<file path="src/rtl/gpu_pkg.sv">
`default_nettype none
// ============================================================================
//  Module      : gpu_pkg
//  Description : Shared framebuffer geometry, fill command record and fill
//                engine state encoding.
//  Revision    : 1.0 - initial release
// ============================================================================
package gpu_pkg;

    localparam int H_RES         = 400;
    localparam int V_RES         = 300;
    localparam int WORDS_PER_ROW = H_RES / 4;

    typedef struct packed {
        logic [8:0] x0;
        logic [8:0] y0;
        logic [8:0] width;
        logic [8:0] height;
        logic [7:0] color;
    } fill_cmd_t;

    typedef enum logic [1:0] {
        IDLE  = 2'd0,
        CLIP  = 2'd1,
        WRITE = 2'd2,
        DONE  = 2'd3
    } fill_state_t;

endpackage
`default_nettype wire

</file>
<file path="src/rtl/fill_mask_gen.sv">
`default_nettype none
// ============================================================================
//  Module      : fill_mask_gen
//  Description : Byte-enable for one framebuffer word of a row span; lane k
//                covers pixel x with x[1:0] == k.
//  Revision    : 1.0 - initial release
// ============================================================================
module fill_mask_gen (
    input  logic [1:0] x0_lo,
    input  logic [1:0] x1_m1_lo,
    input  logic       is_first,
    input  logic       is_last,
    output logic [3:0] byte_en
);

    logic [3:0] first_mask;
    logic [3:0] last_mask;

    always_comb begin
        first_mask = 4'b1111 << x0_lo;
        last_mask  = 4'b1111 >> (2'd3 - x1_m1_lo);
        byte_en    = (is_first ? first_mask : 4'b1111) &
                     (is_last  ? last_mask  : 4'b1111);
    end

endmodule
`default_nettype wire

</file>
<file path="src/rtl/rect_fill_engine.sv">
`default_nettype none
// ============================================================================
//  Module      : rect_fill_engine
//  Description : Rectangle-fill blitter; clips one command to the 8bpp
//                framebuffer and emits granted 32-bit masked word writes.
//  Revision    : 1.0 - initial release
// ============================================================================
module rect_fill_engine #(
    parameter int          H_RES     = gpu_pkg::WORDS_PER_ROW * 4,
    parameter int          V_RES     = gpu_pkg::V_RES,
    parameter logic [31:0] BASE_ADDR = 32'h0
) (
    input  logic        gpu_clk,
    input  logic        reset,
    input  logic        cmd_valid,
    output logic        cmd_ready,
    input  logic [8:0]  cmd_x0,
    input  logic [8:0]  cmd_y0,
    input  logic [8:0]  cmd_width,
    input  logic [8:0]  cmd_height,
    input  logic [7:0]  cmd_color,
    output logic        busy,
    output logic        done,
    output logic [31:0] fb_address,
    output logic [31:0] fb_wr_data,
    output logic [3:0]  fb_wr_en,
    input  logic        fb_grant
);

    import gpu_pkg::*;

    fill_state_t state_q, state_d;
    fill_cmd_t   cmd_q, cmd_d;
    logic [8:0]  row_q, row_d;
    logic [7:0]  word_q, word_d;
    logic [31:0] row_base_q, row_base_d;
    logic [31:0] fb_address_q, fb_address_d;
    logic [31:0] fb_wr_data_q, fb_wr_data_d;
    logic [3:0]  fb_wr_en_q, fb_wr_en_d;
    logic        done_q, done_d;
    logic        cmd_ready_q, cmd_ready_d;
    logic        busy_q, busy_d;

    logic [9:0]  x_end, y_end, x1, y1, x1_m1;
    logic [7:0]  first_word, last_word, nxt_word;
    logic [31:0] nxt_row_base;
    logic        is_empty, row_last, load;
    logic [3:0]  nxt_mask;

    // Clip bounds are derived from the latched command, which is frozen until DONE.
    always_comb begin
        x_end      = {1'b0, cmd_q.x0} + {1'b0, cmd_q.width};
        y_end      = {1'b0, cmd_q.y0} + {1'b0, cmd_q.height};
        x1         = (x_end > 10'(H_RES)) ? 10'(H_RES) : x_end;
        y1         = (y_end > 10'(V_RES)) ? 10'(V_RES) : y_end;
        x1_m1      = x1 - 10'd1;
        first_word = {1'b0, cmd_q.x0[8:2]};
        last_word  = x1_m1[9:2];
        is_empty   = (cmd_q.width == 9'd0) || (cmd_q.height == 9'd0) ||
                     ({1'b0, cmd_q.x0} >= 10'(H_RES)) ||
                     ({1'b0, cmd_q.y0} >= 10'(V_RES));
        row_last   = (({1'b0, row_q} + 10'd1) == y1);
    end

    fill_mask_gen u_mask (
        .x0_lo    (cmd_q.x0[1:0]),
        .x1_m1_lo (x1_m1[1:0]),
        .is_first (nxt_word == first_word),
        .is_last  (nxt_word == last_word),
        .byte_en  (nxt_mask)
    );

    always_comb begin
        state_d      = state_q;
        cmd_d        = cmd_q;
        row_d        = row_q;
        word_d       = word_q;
        row_base_d   = row_base_q;
        fb_address_d = fb_address_q;
        fb_wr_data_d = fb_wr_data_q;
        fb_wr_en_d   = fb_wr_en_q;
        done_d       = 1'b0;
        nxt_word     = word_q;
        nxt_row_base = row_base_q;
        load         = 1'b0;

        case (state_q)
            IDLE: begin
                if (cmd_valid) begin
                    cmd_d.x0     = cmd_x0;
                    cmd_d.y0     = cmd_y0;
                    cmd_d.width  = cmd_width;
                    cmd_d.height = cmd_height;
                    cmd_d.color  = cmd_color;
                    state_d      = CLIP;
                end
            end
            CLIP: begin
                if (is_empty) begin
                    state_d = DONE;
                    done_d  = 1'b1;
                end else begin
                    state_d      = WRITE;
                    row_d        = cmd_q.y0;
                    nxt_word     = first_word;
                    nxt_row_base = BASE_ADDR + 32'(cmd_q.y0) * 32'(H_RES);
                    load         = 1'b1;
                end
            end
            WRITE: begin
                if (fb_grant) begin
                    if (word_q != last_word) begin
                        nxt_word = word_q + 8'd1;
                        load     = 1'b1;
                    end else if (!row_last) begin
                        row_d        = row_q + 9'd1;
                        nxt_word     = first_word;
                        nxt_row_base = row_base_q + 32'(H_RES);
                        load         = 1'b1;
                    end else begin
                        state_d    = DONE;
                        done_d     = 1'b1;
                        fb_wr_en_d = 4'b0000;
                    end
                end
            end
            DONE: begin
                state_d = IDLE;
            end
            default: begin
                state_d = IDLE;
            end
        endcase

        if (load) begin
            word_d       = nxt_word;
            row_base_d   = nxt_row_base;
            fb_address_d = nxt_row_base + {22'd0, nxt_word, 2'b00};
            fb_wr_data_d = {4{cmd_q.color}};
            fb_wr_en_d   = nxt_mask;
        end

        cmd_ready_d = (state_d == IDLE);
        busy_d      = (state_d != IDLE);
    end

    always_ff @(posedge gpu_clk) begin
        if (reset) begin
            state_q      <= IDLE;
            cmd_q        <= '0;
            row_q        <= '0;
            word_q       <= '0;
            row_base_q   <= '0;
            fb_address_q <= '0;
            fb_wr_data_q <= '0;
            fb_wr_en_q   <= '0;
            done_q       <= 1'b0;
            cmd_ready_q  <= 1'b1;
            busy_q       <= 1'b0;
        end else begin
            state_q      <= state_d;
            cmd_q        <= cmd_d;
            row_q        <= row_d;
            word_q       <= word_d;
            row_base_q   <= row_base_d;
            fb_address_q <= fb_address_d;
            fb_wr_data_q <= fb_wr_data_d;
            fb_wr_en_q   <= fb_wr_en_d;
            done_q       <= done_d;
            cmd_ready_q  <= cmd_ready_d;
            busy_q       <= busy_d;
        end
    end

    assign cmd_ready  = cmd_ready_q;
    assign busy       = busy_q;
    assign done       = done_q;
    assign fb_address = fb_address_q;
    assign fb_wr_data = fb_wr_data_q;
    assign fb_wr_en   = fb_wr_en_q;

endmodule
`default_nettype wire
</file>
<file path="config.mk">
export PLATFORM = sky130hd
export DESIGN_NAME = rect_fill_engine
export DESIGN_NICKNAME = d
export VERILOG_FILES = /design/src/rtl/gpu_pkg.sv /design/src/rtl/fill_mask_gen.sv /design/src/rtl/rect_fill_engine.sv
export SDC_FILE = /design/constraint.sdc
export NUM_CORES = 1
export LEC_CHECK = 0
export CAP_MARGIN = 15
export CORE_ASPECT_RATIO = 0.8
export CORE_MARGIN = 8
export CORE_UTILIZATION = 40
export DETAILED_ROUTE_END_ITERATION = 12
export DONT_BUFFER_PORTS = 1
export PLACE_DENSITY = 0.59
export SKIP_LAST_GASP = 1
export SLEW_MARGIN = 10
export SYNTH_ARGS = -nofsm -noshare
export SYNTH_HDL_FRONTEND = slang
export SYNTH_SLANG_ARGS = --single-unit
</file>
<file path="constraint.sdc">
create_clock -name gpu_clk -period 14.8 [get_ports gpu_clk]
set_clock_uncertainty 0.2 [all_clocks]
set_input_delay 2.22 -clock gpu_clk [delete_from_list [all_inputs] [get_ports gpu_clk]]
set_output_delay 2.22 -clock gpu_clk [all_outputs]
set_load 0.005 [all_outputs]
</file>
==> results of run 1 <==
## area by class of cell
type                       instances  area, sq um
clock inverter                    15          173
multi-input combinational       1275         8210
fill                            2965        16800
inverter                          66          248
clock buffer                      17          425
sequential                       140         2800
tap                              377          472
antenna                            1         2.50
timing repair buffer              12         90.1
## cells in the final DEF (no fill, tap or decap), drive strengths merged, types with 24 or more instances in the layout
cell type / count
dfxtp: 140
inv: 75
nand4: 27
a21oi: 149
a31oi: 24
nor3: 35
nand3: 59
o21ai: 73
xnor2: 27
nor2: 133
nand2: 243
ha: 73
a211oi: 40
## how the worst max path moves through the flow
stage	start	end	slack, ns
6_report	cmd_q[40]	fb_address[28]	4.42
5_1_grt	cmd_q[40]	fb_address[21]	3.99
4_1_cts	cmd_q[40]	fb_address[28]	4.72
3_5_place_dp	cmd_q[40]	fb_address[28]	4.76
3_3_place_gp	cmd_q[40]	fb_address[21]	5.03
2_1_floorplan	cmd_q[17]	fb_address[28]	6.55
## state kept, by name, indices dropped and copies added, names as in the netlist, 2 cells and up, named ones only
signal	cells
fb_wr_en	4
cmd_q	44
row_base_q	30
state_q	2
fb_wr_data	8
word_q	8
fb_address	30
row_q	9
## power by group
part           internal [mW]  total (mW)  switching [mW]
clock                  0.242       0.450           0.208
sequential             0.426       0.500          0.0742
combinational          0.366        1.08           0.715
## metrics by stage
stage               hold slack, ns  std cells  power (mW)
floorplan                    0.221       1606        1.27
global placement             0.237       1870        1.56
detailed placement           0.243       1870        1.56
CTS                          0.253       1902        2.02
global route                 0.275       1902        2.16
finish                       0.257       1903        2.03
## cells by family after synthesis
logic type,count (synthesis),share of synthesized area [%]
and+or+nand+nor,627,25.5
AOI/OAI and AO/OA,500,29.1
buffers and inverters,191,7.38
DFF,140,23.6
adders and majority gates,80,8.89
xor gates and xnor gates,47,3.60
muxes,21,1.87
## worst max-delay path: cells and delay by family, from the launching register on
family,cells,cell delay (ns)
simple gates,12,3.90
compound gates,16,3.75
fa+ha+maj,3,1.09
flops,1,0.61
mux,1,0.35
xor+xnor,1,0.23
buf+inv,2,0.13
## routing by layer
layer	vias to the layer above	wire [um]
li1	5680	-
met1	5697	18700
met2	429	17500
met3	45	2790
met4	0	635
met5	-	0
==> results_dict.tcl, run 1 <==
set metrics [dict create \
    status "finished, final reports clean" \
    hpwl_mm 28.7 \
    synth_cells 1606 \
    r2r_cells 35 \
    leakage_nw 4.62 \
    fmax_mhz 96.3 \
    fp.dieW_um 208 \
    synth_edf_count 0 \
    netlist.area_leader.share_pct 23.6 \
    cts_resized 0 \
    ant_nets 0 \
    drc_errors 0 \
    post-route-util_pct 42.5 \
    slew_violations 0 \
    root_buffer "clkbuf_16" \
    yosysUniqueCellTypes 99 \
    drive_gt1_share_pct 6.75 \
    htree_levels 4 \
    grt_use_met1_pct 30.6 \
    worstHoldEndpoint "fb_wr_data[28]" \
    dieHeight_um 170 \
    cts_tree "yes" \
    reg2reg_from "cmd_q[40]" \
    grt_setup_unrepaired "no" \
    clock_sinks 140 \
    slowest_stage "nor2_1" \
    grt_max_degree 127 \
    initial_utilization_pct 40.6 \
    vias 11900 \
    cap_violations 0 \
    gr-usage-met3_pct 3.62 \
    rrSetupSlack_ns 4.42 \
    synth_nets 1734 \
    grt.total_usage_pct 21.8 \
    cts-buffers-inserted 17 \
    required_ns 14.94 \
    final_area_sq_mm 0.0124 \
    cts.clk_slew.worst_paths_ns 0.07 \
    firstDrtPassIters 6 \
    postCtsHoldBufs 0 \
    port_buffers 0 \
    yosys_register_bits 140 \
    ys_seq_area_share_pct 23.6 \
    min_from "cmd_q[4]" \
    synthArstFlopShare_pct 0 \
    synth_area_per_cell_sq_um 7.38 \
    ys.warnings.count 0 \
    drtIter0Drc 1266 \
    synthTopCellsByArea "dfxtp_1 24%, ha_1 7.7%, nand2_1 7.7%, a21oi_1 6.2%, nor2_1 4.2%" \
    ys_top_cells_by_count "243 x nand2_1, 147 x a21oi_1, 140 x dfxtp_1" \
    vias_per_cell 6.23 \
    syn_area_sq_mm 0.0119 \
    ys.flop_type "dfxtp_1" \
    die_area_sq_mm 0.0354 \
    grt_overflow_total 0 \
    crit_path_max_incr_delay_ns 0.81 \
    grt_pass1_wl_mm 62.4 \
    hold_depth 2 \
    yosysTopAreaCell "dfxtp_1" \
    critPathMaxFanout 31 \
    vdd_drop_max_mv 0.102 \
    grt.busiest_layer "met2" \
    clock_latency_ns 0.44 \
    cts_setup_buffers 0 \
    clk_path_buf_depth 2 \
    grt_use_met2_pct 34.2 \
    yosysMostFrequentCell "nand2_1" \
    powerDensity_mw_per_mm2 164 \
    slew_headroom_pct 37.2 \
    fin_setup_tns_ns 0 \
    worstSetupPathType "reg2reg" \
    cp.arrival_ns 10.52 \
    core_sq_mm 0.0292 \
    worstSetupEndpointType "flip-flop" \
    hold_path_class "reg2reg" \
    tightest_slew_ns 0.938 \
    layout.nets 1640 \
    wire_per_inst_um 20.8 \
    timing.final.crit_share_pct 70.1 \
    fin_crit_ns 10.38 \
    rr_endpoint "fb_address[28]" \
    finalSetupViolCount 0 \
    place_worst_setup_slack_ns 4.76 \
    place_area_sq_mm 0.0118 \
    io_pins 119 \
    startpoint_type "flip-flop" \
    grt_pass1_vias 10900 \
    synthToLayoutAreaGrowth_pct 4.79 \
    gp_congestion 0.974 \
    antenna_found_initial 0 \
    wl_mm 39.7 \
    hold_viol 0 \
    crit_top_cell "nor2_1" \
    num_rows 56 \
    setup_ws_ns 4.42 \
]
No activity file was read; power rests on OpenSTA's default activity.
==> run 2, diff against run 1 <==
Settings changed: ABC_AREA set to 1.
Clock period 14.8 ns to 10.4 ns, I/O delays scaled along.
==> run 2 against run 1 <==
Net effect: sequential share of layout area is 0.31 points lower; global-route usage hardly changed; utilization is 0.39 points higher; clock-buffer cell count stayed put.
==> results_dict.tcl, run 2 <==
set metrics [dict create \
    antennaDiodeCount 0 \
    pwr-share-clk_pct 22.8 \
    yosysMostFrequentCell "nand2_1" \
    grt.total_usage_pct 21.9 \
    vias 12300 \
    cts.clk_slew.worst_paths_ns 0.07 \
    die_area_sq_mm 0.0357 \
    largest_register_ffs 44 \
    reg2reg_from "cmd_q[37]" \
    leakage_nw 6.19 \
    io_pins 119 \
    yosys_register_bits 140 \
    startpoint_type "flip-flop" \
    cap_violations 0 \
    fin_crit_ns 7.52 \
    synth_cells 1954 \
    hold_viol 0 \
    ys.flop_type "dfxtp_1" \
    tightest_slew_ns 1.17 \
    cts_resized 0 \
    core_sq_mm 0.0294 \
    cp.arrival_ns 7.65 \
    slew_violations 0 \
    internal-power_mw 1.56 \
    clock_latency_ns 0.44 \
    grt_max_degree 85 \
    p_sw_mw 1.50 \
    port_buffers 0 \
    yosysTopAreaCell "dfxtp_1" \
    worstSetupStartpoint "cmd_q[37]" \
    fin_setup_tns_ns 0 \
    crit_path_max_incr_delay_ns 0.90 \
    dieHeight_um 171 \
    drive_gt1_share_pct 5.34 \
    routed-wl-met2_mm 17.9 \
    grt_pass1_vias 11200 \
    vdd_drop_max_mv 0.115 \
    slew_headroom_pct 21.8 \
    clk_path_buf_depth 2 \
    drc_errors 0 \
    layout.nets 2010 \
    hold_path_class "reg2reg" \
    synthTopCellsByArea "dfxtp_1 23%, nand2_1 16%, inv_1 8.1%, ha_1 7.6%, nor2_1 6.7%" \
    power_frac_seq_pct 25.2 \
    yosysUniqueCellTypes 51 \
    ant_nets 0 \
    firstDrtPassIters 5 \
    cts_tree "yes" \
    cts_setup_buffers 0 \
    timing.final.crit_share_pct 72.3 \
    fmax_mhz 133 \
    min_from "row_base_q[3]" \
    powerDensity_mw_per_mm2 243 \
    synth_area_per_cell_sq_um 6.11 \
    netlist.area_leader.share_pct 23.5 \
    met1Wirelength_mm 19.0 \
    wl_met3_mm 2.55 \
    post-route-util_pct 42.9 \
    synth_nets 2082 \
    cts-buffers-inserted 17 \
    critPathMaxFanout 22 \
    synthArstFlopShare_pct 0 \
    slowest_stage "a21oi_1" \
    status "finished, final reports clean" \
    worstSetupEndpointType "flip-flop" \
    ys_top_cells_by_count "508 x nand2_1, 259 x inv_1, 214 x nor2_1" \
    root_buffer "clkbuf_16" \
    wire_per_inst_um 17.6 \
    grt_overflow_total 0 \
    clock_sinks 140 \
    rrSetupSlack_ns 2.88 \
    required_ns 10.53 \
    gp_congestion 0.937 \
    vias_per_cell 5.42 \
    drtIter0Drc 1107 \
    fp.dieW_um 209 \
    grt_setup_unrepaired "no" \
    crit_top_cell "nand2_1" \
    hpwl_mm 29.5 \
    layout_common_cells "507 x nand2_1, 258 x inv_1, 213 x nor2_1, 148 x nand3_1, 147 x o21ai_0" \
    ys.warnings.count 0 \
    num_rows 56 \
    antenna_found_initial 0 \
    top_layer_used "met4" \
    regMostFlops "cmd_q" \
    synthToLayoutAreaGrowth_pct 5.48 \
    syn_area_sq_mm 0.0119 \
    worstSetupPathType "reg2reg" \
    finalSetupViolCount 0 \
    ys_seq_area_share_pct 23.5 \
    postCtsHoldBufs 0 \
    synth_edf_count 0 \
    grt_pass1_wl_mm 62.7 \
    htree_levels 4 \
    final_common_cell "nand2_1" \
    p_sw_share_pct 49.0 \
    pwr-share-comb_pct 52.0 \
    initial_utilization_pct 40.7 \
    wl_mm 39.9 \
]
==> run 2: cell count changes in the layout (fill, tap and decap cells not counted), sizes merged, moves of 59 or more <==
cell and delta:
nor2 +101, inv +193, o21ai +86, nand2 +279, nand3 +97, a21oi -59
==> run 2: critical path, delay by kind of cell, from the launching register on <==
family                     cells  cell delay, ns
buffers and inverters          4            0.36
AOI/OAI and AO/OA              9            1.87
DFF                            1            0.42
adders and majority gates      3            0.97
and+or+nand+nor               22            3.56
==> run 2: cell type report <==
class,instances,area (sq um)
Multi-Input combinational cell,1441,7590
Timing Repair Buffer,8,60.1
Tap cell,377,472
Clock buffer,17,425
Sequential cell,140,2800
Clock inverter,13,216
Inverter,274,1030
Fill cell,3157,16800
==> run 2: cells by family after synthesis <==
| kind of cell | count (synthesis) | synth area share [%] |
|---|---|---|
| and+or+nand+nor | 1001 | 36.4 |
| buffers and inverters | 373 | 13.0 |
| AOI/OAI and AO/OA | 319 | 15.3 |
| DFF | 140 | 23.5 |
| adders and majority gates | 80 | 8.82 |
| xor gates and xnor gates | 41 | 3.01 |
==> run 2: per-stage QoR <==
step                setup WS [ns]  cells  area (sq um)  total power [mW]  hold slack, ns
floorplan                    4.39   1954         11900              1.95           0.234
finish                       2.88   2270         12600              3.06           0.259
global placement             3.24   2240         12000              2.34           0.246
CTS                          3.03   2270         12600              3.06           0.260
global route                 2.08   2270         12600              3.32           0.289
detailed placement           3.05   2240         12000              2.35           0.250
==> run 2: final timing paths <==
check / cells past startpoint / end
setup / recovery: 38 / fb_address[19]
hold / removal: 2 / row_base_q[3]
setup reg to reg: 38 / fb_address[19]
hold reg to reg: 2 / row_base_q[3]
==> run 2: routing by layer <==
layer,vias to the layer above,GRT usage (%)
met2,376,35.0
met1,5739,30.6
met4,0,4.77
met3,30,3.49
li1,6168,-
met5,-,0
==> run 2: power groups by stage <==
| stage | Sequential [mW] | Combinational, mW | Clock, mW |
|---|---|---|---|
| after CTS | 0.771 | 1.58 | 0.709 |
| after global placement | 0.780 | 1.56 | 0 |
| after global routing | 0.786 | 1.80 | 0.730 |
| after detailed placement | 0.782 | 1.57 | 0 |
| final | 0.772 | 1.59 | 0.698 |
| after floorplan | 0.730 | 1.22 | 0 |
